**config.mk**
```make
export PLATFORM = sky130hd
export DESIGN_NAME = moving_sum_mem
export DESIGN_NICKNAME = d
export VERILOG_FILES = /design/src/rtl/moving_sum_pkg.sv /design/src/rtl/moving_sum_mem.sv
export SDC_FILE = /design/constraint.sdc
export NUM_CORES = 1
export LEC_CHECK = 0
export ABC_AREA = 1
export ABC_CLOCK_PERIOD_IN_PS = 3100
export BUFFER_PORTS_ARGS = -buffer_cell sky130_fd_sc_hd__buf_2
export CORE_ASPECT_RATIO = 0.8
export CORE_MARGIN = 1.5
export CORE_UTILIZATION = 35
export CTS_CLUSTER_SIZE = 30
export DETAILED_ROUTE_END_ITERATION = 10
export HOLD_SLACK_MARGIN = 0.08
export PLACE_DENSITY = 0.59
export SYNTH_ARGS = -nofsm -noshare
export SYNTH_HDL_FRONTEND = slang
export SYNTH_SLANG_ARGS = --single-unit
```
**constraint.sdc**
```tcl
create_clock -name clk -period 3.1 [get_ports clk]
set_input_delay 0.31 -clock clk [delete_from_list [all_inputs] [get_ports clk]]
set_output_delay 0.31 -clock clk [all_outputs]
set_load 0.03 [all_outputs]
```
**src/rtl/moving_sum_pkg.sv**
```systemverilog
`default_nettype none
// ============================================================================
// Module      : moving_sum_pkg
// Description : Shared definitions for the moving-window summer: FSM state
//               encoding, the output-width helper and default parameters.
// Revision    : 1.0 - initial release
// ============================================================================
package moving_sum_pkg;

    // Default geometry: 8-bit samples, 8-sample window.
    localparam int c_dw_default  = 8;
    localparam int c_win_default = 8;

    // State encodings, kept as explicit-width constants so older code that
    // compares against raw codes keeps working.
    localparam logic [1:0] c_st_idle = 2'd0;
    localparam logic [1:0] c_st_rd   = 2'd1;
    localparam logic [1:0] c_st_wr   = 2'd2;
    localparam logic [1:0] c_st_out  = 2'd3;

    typedef enum logic [1:0] {
        ST_IDLE = c_st_idle,  // waiting for a sample or a flush
        ST_RD   = c_st_rd,    // reading the oldest sample from RAM
        ST_WR   = c_st_wr,    // overwriting it and updating the sum
        ST_OUT  = c_st_out    // presenting the sum downstream
    } state_e;

    // Sum width that holds WIN * (2**DW - 1) without overflow.
    function automatic int calc_ow(input int dw, input int win);
        return dw + $clog2(win);
    endfunction

endpackage : moving_sum_pkg
`default_nettype wire

```
**src/rtl/moving_sum_mem.sv**
```systemverilog
`default_nettype none
// ============================================================================
// Module      : moving_sum_mem
// Description : Sliding-window summer. Each accepted sample is written into an
//               external single-port synchronous RAM used as a circular buffer
//               of WIN words; the running sum of the newest min(N, WIN)
//               samples is emitted on a busy/vld output stream.
// Ports       : clk        - clock, rising edge
//               rst        - asynchronous reset, active low
//               din_vld    - input sample valid
//               din_data   - input sample [DW]
//               din_busy   - cannot accept a sample this cycle
//               flush      - clear the window (honoured only while idle)
//               dout_busy  - downstream stall
//               dout_vld   - dout_data valid
//               dout_data  - window sum [OW]
//               mem_REQ0   - RAM access request
//               mem_WE0    - RAM write enable
//               mem_A0     - RAM address [AW]
//               mem_DIN0   - RAM write data [DW]
//               mem_DOUT0  - RAM read data, one cycle after a read request
// Revision    : 1.0 - initial release
// ============================================================================
module moving_sum_mem
    import moving_sum_pkg::*;
#(
    parameter int DW  = c_dw_default,
    parameter int WIN = c_win_default,
    parameter int AW  = $clog2(WIN),
    parameter int OW  = calc_ow(DW, WIN)
) (
    input  logic          clk,
    input  logic          rst,
    input  logic          din_vld,
    input  logic [DW-1:0] din_data,
    output logic          din_busy,
    input  logic          flush,
    input  logic          dout_busy,
    output logic          dout_vld,
    output logic [OW-1:0] dout_data,
    output logic          mem_REQ0,
    output logic          mem_WE0,
    output logic [AW-1:0] mem_A0,
    output logic [DW-1:0] mem_DIN0,
    input  logic [DW-1:0] mem_DOUT0
);

    localparam logic [AW:0]   c_win  = (AW+1)'(WIN);
    localparam logic [AW-1:0] c_last = AW'(WIN - 1);

    state_e        r_state;
    logic [AW-1:0] r_ptr;
    logic [AW:0]   r_count;
    logic [OW-1:0] r_sum;
    logic [DW-1:0] r_x;
    logic [OW-1:0] r_dout;

    logic [DW-1:0] w_old;
    logic [OW-1:0] w_sum_next;

    // Until the window has filled, the word at r_ptr was never written in
    // this window, so its RAM contents must not be subtracted.
    assign w_old      = (r_count == c_win) ? mem_DOUT0 : '0;
    // sum >= old at all times, so the subtraction never wraps.
    assign w_sum_next = r_sum + OW'(r_x) - OW'(w_old);

    always_ff @(posedge clk or negedge rst) begin
        if (!rst) begin
            r_state <= ST_IDLE;
            r_ptr   <= '0;
            r_count <= '0;
            r_sum   <= '0;
            r_x     <= '0;
            r_dout  <= '0;
        end else begin
            case (r_state)
                ST_IDLE: begin
                    // flush has priority over an offered sample
                    if (flush) begin
                        r_ptr   <= '0;
                        r_count <= '0;
                        r_sum   <= '0;
                    end else if (din_vld) begin
                        r_x     <= din_data;
                        r_state <= ST_RD;
                    end
                end
                ST_RD: begin
                    r_state <= ST_WR;
                end
                ST_WR: begin
                    r_sum   <= w_sum_next;
                    r_dout  <= w_sum_next;
                    r_ptr   <= (r_ptr == c_last) ? '0 : r_ptr + 1'b1;
                    if (r_count != c_win) begin
                        r_count <= r_count + 1'b1;
                    end
                    r_state <= ST_OUT;
                end
                ST_OUT: begin
                    if (!dout_busy) begin
                        r_state <= ST_IDLE;
                    end
                end
                default: begin
                    r_state <= ST_IDLE;
                end
            endcase
        end
    end

    // Outputs decode registered state; only din_busy looks at an input.
    assign din_busy  = (r_state == ST_IDLE) ? flush : 1'b1;
    assign dout_vld  = (r_state == ST_OUT);
    assign dout_data = r_dout;
    assign mem_REQ0  = (r_state == ST_RD) || (r_state == ST_WR);
    assign mem_WE0   = (r_state == ST_WR);
    assign mem_A0    = mem_REQ0 ? r_ptr : '0;
    assign mem_DIN0  = (r_state == ST_WR) ? r_x : '0;

endmodule : moving_sum_mem
`default_nettype wire
```
==> results of run 1 <==
## registers in the layout, indices dropped and copies added (netlist names)
name and cells:
r_sum 11, dout_data 11, r_state 2, r_count 4, r_ptr 3, r_x 8
## cell families (layout without fill, tap and decap cells)
kind of cell	after synthesis	in the layout	share of synthesized area, %
compound gates	34	34	8.49
xor+xnor	3	3	1.01
fa+ha+maj	26	26	14.8
buf+inv	78	127	12.0
flops	39	39	37.4
mux	1	1	0.432
simple gates	163	163	25.9
## cell usage in the layout (no fill, tap or decap), types with 2 or more instances in the layout
cell      instances
buf_2            46
a21oi_1          15
inv_1            69
fa_1              8
dfrtp_1          39
nand2_1         102
o21ai_1           5
o21ai_0           5
xor2_1            3
inv_2             2
nand3b_1          4
buf_4             2
nand3_1          22
nor2_1           27
ha_1             18
clkbuf_8          7
nand4_1           5
o21ai_2           5
## worst paths after layout
check | slack (ns) | endpoint | depth (start not counted)
max in group asynchronous | 2.39 | r_x[4]$_DFFE_PN0P_ | 1
worst min register to register | 0.47 | dout_data[0]$_DFFE_PN0P_ | 2
worst max register to register | 0.29 | r_sum[7]$_DFFE_PN0P_ | 14
worst min-delay path | 0.13 | r_x[3]$_DFFE_PN0P_ | 1
worst max-delay path | 0.29 | r_sum[7]$_DFFE_PN0P_ | 14
min in group clk | 0.26 | r_x[5]$_DFFE_PN0P_ | 2
## final cells by class
class | count | area (um2) | share of cell area [%]
sequential | 39 | 976 | 32.4
inverter | 71 | 267 | 8.84
clock buffer | 8 | 100 | 3.32
tap | 87 | 109 | 3.61
timing repair buffer | 48 | 245 | 8.13
multi-input combinational | 227 | 1320 | 43.7
## per-layer routing
layer / track usage, % / share of wire [%] / vias up
met5: 0 / 0 / -
met4: 3.80 / 0.99 / 0
met3: 3.66 / 6.7 / 7
met2: 24.0 / 41 / 56
met1: 22.3 / 51 / 995
li1: - / - / 1150
## through the flow
stage               cells  setup WS, ns
finish                480         0.289
global route          480        0.0503
CTS                   480         0.281
detailed placement    472         0.322
global placement      472         0.394
floorplan             344         0.553
==> qor.csv, run 1 <==
stage;metric;value;unit
die;Core ar.;7060;um2
sta;slew margin rel.;40.1;%
synth;most common cell in the netlist;nand2_1;
sta;RSZ-0062 raised after global routing;no;
synth;Yosys cell types;26;
synth;Primary FF master, synth;dfrtp_1;
sta;Slew @ Worst Pin;0.899;ns
drt;routed wire length;5730;um
placement;HPWL Detailed;4440;um
grt;Overflow after GRT;0;
final_layout;NumNets Final;439;
synth;sequential cell area fraction in the yosys report;37.4;%
setup_path;crit path max-delay cell type;fa_1;
setup_path;WP buf/inv;3;
final_layout;layout cells sized above 1;17.0;%
setup_path;slowest stage delay, CP;0.48;ns
drt;Post-DRT Antenna Nets;0;
setup_path;delay-heaviest family, CP;adder cells;
clock_tree;clock sinks;39;
die;Die Ht;80.2;um
setup_path;critical path's most frequent cell;nor2_1;
clock_tree;CTS tree;yes;
grt;initial antenna violation count;0;
synth;Synth area leaders;dfrtp_1 37%, nand2_1 15%, inv_1 9.9%, ha_1 8.6%, fa_1 6.1%;
synth;Commonest cells post-synth;102 x nand2_1, 69 x inv_1, 39 x dfrtp_1;
final_layout;Area Growth Syn to Fin;15.6;%
setup_path;Worst EP required;3.29;ns
setup_path;Critical Path, Cell by Cell;inv_1 -> ha_1 -> nand3_1 -> buf_4 -> nor2_1 -> fa_1 -> inv_1 -> ha_1 -> a21oi_1 -> nor2_1 -> nor2_1 -> nand3b_1 -> nand4_1 -> nand2_1;
clock_tree;htree depth;2;
setup_path;CP max FO;5;
grt;vias in the first global route;2068;
clock_tree;Worst-path clk slew;0.08;ns
setup_path;Setup crit start kind;flip-flop;
clock_tree;cts bufs inserted;5;
drt;DR pass1 iterations;4;
die;chip width;99.5;um
setup_path;CP startpoint;r_count[0]$_DFFE_PN0P_;
clock_tree;Clock Path Buffers;2;
final_layout;fillers;736;
clock_tree;worst-skew pair later-pin latency;0.29;ns
setup_path;crit path kind;flip-flop to flip-flop;
die;Initial Util;36.9;%
sta;fin. max-slew vios;0;
placement;placed instance area;2920;um2
sta;Final Cycle Share;90.7;%
sta;setup violators final;0;
die;Site Rows;27;
synth;FF+latch count, synth;39;
grt;GR Util All Layers;15.7;%
job;max cap viols;0;
drt;vias per inst;4.60;
sta;Hold Fails Final Rpt;0;
drt;1st-iter DRT viols;100;
final_layout;Final Util;42.7;%
placement;port bufs;46;
clock_tree;CTS Root Cell;clkbuf_8;
synth;Synth Area per Inst;7.58;um2
final_layout;ANT cells;0;
synth;Syn. warnings;0;
synth;top cell type's share of synthesized area;37.4;%
synth;asr flop ratio synth;100;%
sta;fin crit period;2.81;ns
synth;Netlist Area Pre-Place;2610;um2
sta;Achievable Freq;356;MHz
sta;Worst Clk Skew;0.00533;ns
drt;Post-route DRC;0;
grt;first-pass GRT wire length;9630;um
outcome;status;completed;
synth;Synth Net Count;391;
setup_path;worst path arrival time;3.00;ns
clock_tree;postcts setup bufs;0;
synth;Post-synth EDFFs;0;
min_path;Hold Path Class;input pin to asynchronous set/reset pin;
placement;GPL Wtd Cong;0.839;
clock_tree;Hold Buf Count CTS;0;
setup_path;reg-to-reg critical path startpoint;r_count[0]$_DFFE_PN0P_;
synth;synthesized instance count;344;
die;Ports;47;
drt;wire per inst;11.9;um
sta;setup total negative slack;0;ns
setup_path;type of destination of the critical path;flip-flop;
grt;largest net degree at the start of global routing;40;
sta;Hold WS;0.129;ns
final_layout;post-route cell area;3020;um2
die;die area;7980;um2
clock_tree;cts repair resizes;0;
drt;total number of vias;2208;
synth;Synth area leader;dfrtp_1;
Power of run 1 is left out: the tool's default activity adds up to more than one toggle a clock period on the data nets, which glitch-free logic cannot reach.
==> run 2: changes to the inputs <==
- CORE_UTILIZATION: 35 -> 45
- PLACE_DENSITY: 0.59 -> 0.72
==> run 2 against run 1 <==
Clock skew is 0.00051 ns higher. Cell count decreased by 2.1%. Count of clock-buffer cells in the layout down 1. Critical path depth grew 2. Sequential cell count is the same. Global-route usage rose by 3.8 points. Non-clock buffer count down 1. Register-to-register slack hardly changed. Worst setup slack is essentially flat. Critical endpoint is now r_sum[6]$_DFFE_PN0P_.
==> qor.csv, run 2 (synthesized netlist as in run 1, its figures left out) <==
stage;metric;value;unit;change
outcome;status;completed;;
clock_tree;Clock Path Buffers;2;;unchanged
clock_tree;worst-skew pair later-pin latency;0.29;ns;about the same
setup_path;CP max FO;8;;+3
job;max cap viols;0;;unchanged
die;Initial Util;47.2;%;+10 points
setup_path;reg2reg setup slack;0.29;ns;about the same
drt;vias per inst;4.74;;+3.0%
sta;Hold WS;0.140;ns;+0.0115 ns
final_layout;Area Growth Syn to Fin;14.5;%;
die;Core ar.;5530;um2;-22%
sta;Slew @ Worst Pin;0.878;ns;-0.0205 ns
setup_path;Setup crit start kind;flip-flop;;
drt;wire per inst;11.7;um;-2.0%
final_layout;ANT cells;0;;unchanged
clock_tree;cts bufs inserted;5;;unchanged
sta;Final Cycle Share;90.7;%;about the same
sta;Hold Fails Final Rpt;0;;unchanged
die;Ports;47;;unchanged
final_layout;commonest non-fill, non-tap cell in the layout;nand2_1;;
sta;setup violators final;0;;unchanged
drt;1st-iter DRT viols;121;;+21%
sta;slew margin rel.;41.5;%;+1.4 points
drt;Post-route DRC;0;;unchanged
setup_path;delay-heaviest family, CP;adder cells;;
placement;port bufs;46;;unchanged
clock_tree;Worst-path clk slew;0.08;ns;about the same
final_layout;commonest non-fill, non-tap cells in the layout;102 x nand2_1, 69 x inv_1, 46 x buf_2;;
grt;largest net degree at the start of global routing;40;;unchanged
sta;fin crit period;2.81;ns;-0.000117 ns
setup_path;crit path max-delay cell type;dfrtp_1;;
grt;first-pass GRT wire length;9520;um;-1.1%
setup_path;worst path arrival time;3.02;ns;+0.02 ns
drt;total number of vias;2227;;+0.86%
clock_tree;CTS tree;yes;;
placement;HPWL Detailed;4160;um;-6.3%
die;Site Rows;24;;-11%
setup_path;critical path's most frequent cell;inv_1;;
drt;routed wire length;5500;um;-4.0%
grt;Overflow after GRT;0;;unchanged
sta;Worst Clk Skew;0.00585;ns;+0.000513 ns
setup_path;Critical Path, Cell by Cell;inv_1 -> ha_1 -> nand3_2 -> nor2_1 -> ha_1 -> inv_1 -> ha_1 -> inv_1 -> fa_1 -> inv_1 -> nand3_1 -> nand3_1 -> nand2_1 -> nand3b_1 -> nand3_1 -> o21ai_2;;
setup_path;WP buf/inv;4;;+1
final_layout;fillers;574;;-22%
final_layout;layout cells sized above 1;17.1;%;+0.043 points
grt;initial antenna violation count;0;;unchanged
die;die area;6260;um2;-22%
clock_tree;Hold Buf Count CTS;0;;unchanged
sta;RSZ-0062 raised after global routing;no;;
clock_tree;htree depth;2;;unchanged
setup_path;Worst EP required;3.31;ns;+0.02 ns
drt;Post-DRT Antenna Nets;0;;unchanged
setup_path;type of destination of the critical path;flip-flop;;
sta;Achievable Freq;356;MHz;about the same
clock_tree;postcts setup bufs;0;;unchanged
drt;DR pass1 iterations;4;;unchanged
placement;GPL Wtd Cong;0.883;;+5.2%
grt;vias in the first global route;2194;;+6.1%
min_path;Hold Path Class;input pin to asynchronous set/reset pin;;
sta;fin. max-slew vios;0;;unchanged
die;chip width;88.1;um;-11%
sta;setup total negative slack;0;ns;unchanged
clock_tree;CTS Root Cell;clkbuf_8;;
clock_tree;clock sinks;39;;unchanged
clock_tree;cts repair resizes;0;;unchanged
setup_path;crit path kind;flip-flop to flip-flop;;
final_layout;NumNets Final;438;;-0.23%
die;Die Ht;71.1;um;-11%
setup_path;slowest stage delay, CP;0.40;ns;-0.08 ns
grt;GR Util All Layers;19.4;%;+3.8 points
## run 2: cell count changes in the layout (fill, tap and decap cells not counted)
cell	previous run	this run
a21oi_1	15	14
a21oi_2	0	1
buf_4	2	1
clkbuf_1	1	2
clkbuf_8	7	5
clkinv_2	0	1
nand3_1	22	21
nand3_2	0	1
## run 2: routing by layer
layer / GRT usage, % / routed length, um
met3: 3.27 / 310
met4: 5.03 / 37
met5: 0 / 0
met1: 28.2 / 2780
met2: 30.4 / 2380
## run 2: final cells by class
| cell class | instances | area (um2) | area share, % |
|---|---|---|---|
| multi-input combinational | 227 | 1330 | 44.4 |
| sequential | 39 | 976 | 32.7 |
| inverter | 71 | 267 | 8.92 |
| timing repair buffer | 47 | 238 | 7.96 |
| tap | 78 | 97.6 | 3.27 |
| clock buffer | 7 | 76.3 | 2.56 |
| clock inverter | 1 | 5.00 | 0.168 |
## run 2: through the flow
step	worst slack (ns)	cell area (um2)	instances	util, %
2_1_floorplan	0.553	2610	344	-
3_3_place_gp	0.301	2900	462	52.4
3_5_place_dp	0.168	2900	462	52.4
4_1_cts	0.148	2980	470	53.9
5_1_grt	0.0196	2990	470	54.1
6_report	0.289	2990	470	54.1
## run 2: worst paths after layout
kind / start / end / depth (start not counted)
hold reg to reg: dout_data[10]$_DFFE_PN0P_ / dout_data[10]$_DFFE_PN0P_ / 2
setup / recovery: r_count[0]$_DFFE_PN0P_ / r_sum[6]$_DFFE_PN0P_ / 16
hold / removal: rst / r_x[3]$_DFFE_PN0P_ / 1
min in group clk: din_data[5] / r_x[5]$_DFFE_PN0P_ / 2
max in group asynchronous: rst / dout_data[6]$_DFFE_PN0P_ / 1
setup reg to reg: r_count[0]$_DFFE_PN0P_ / r_sum[6]$_DFFE_PN0P_ / 16
Power of run 2 is left out for the same reason.
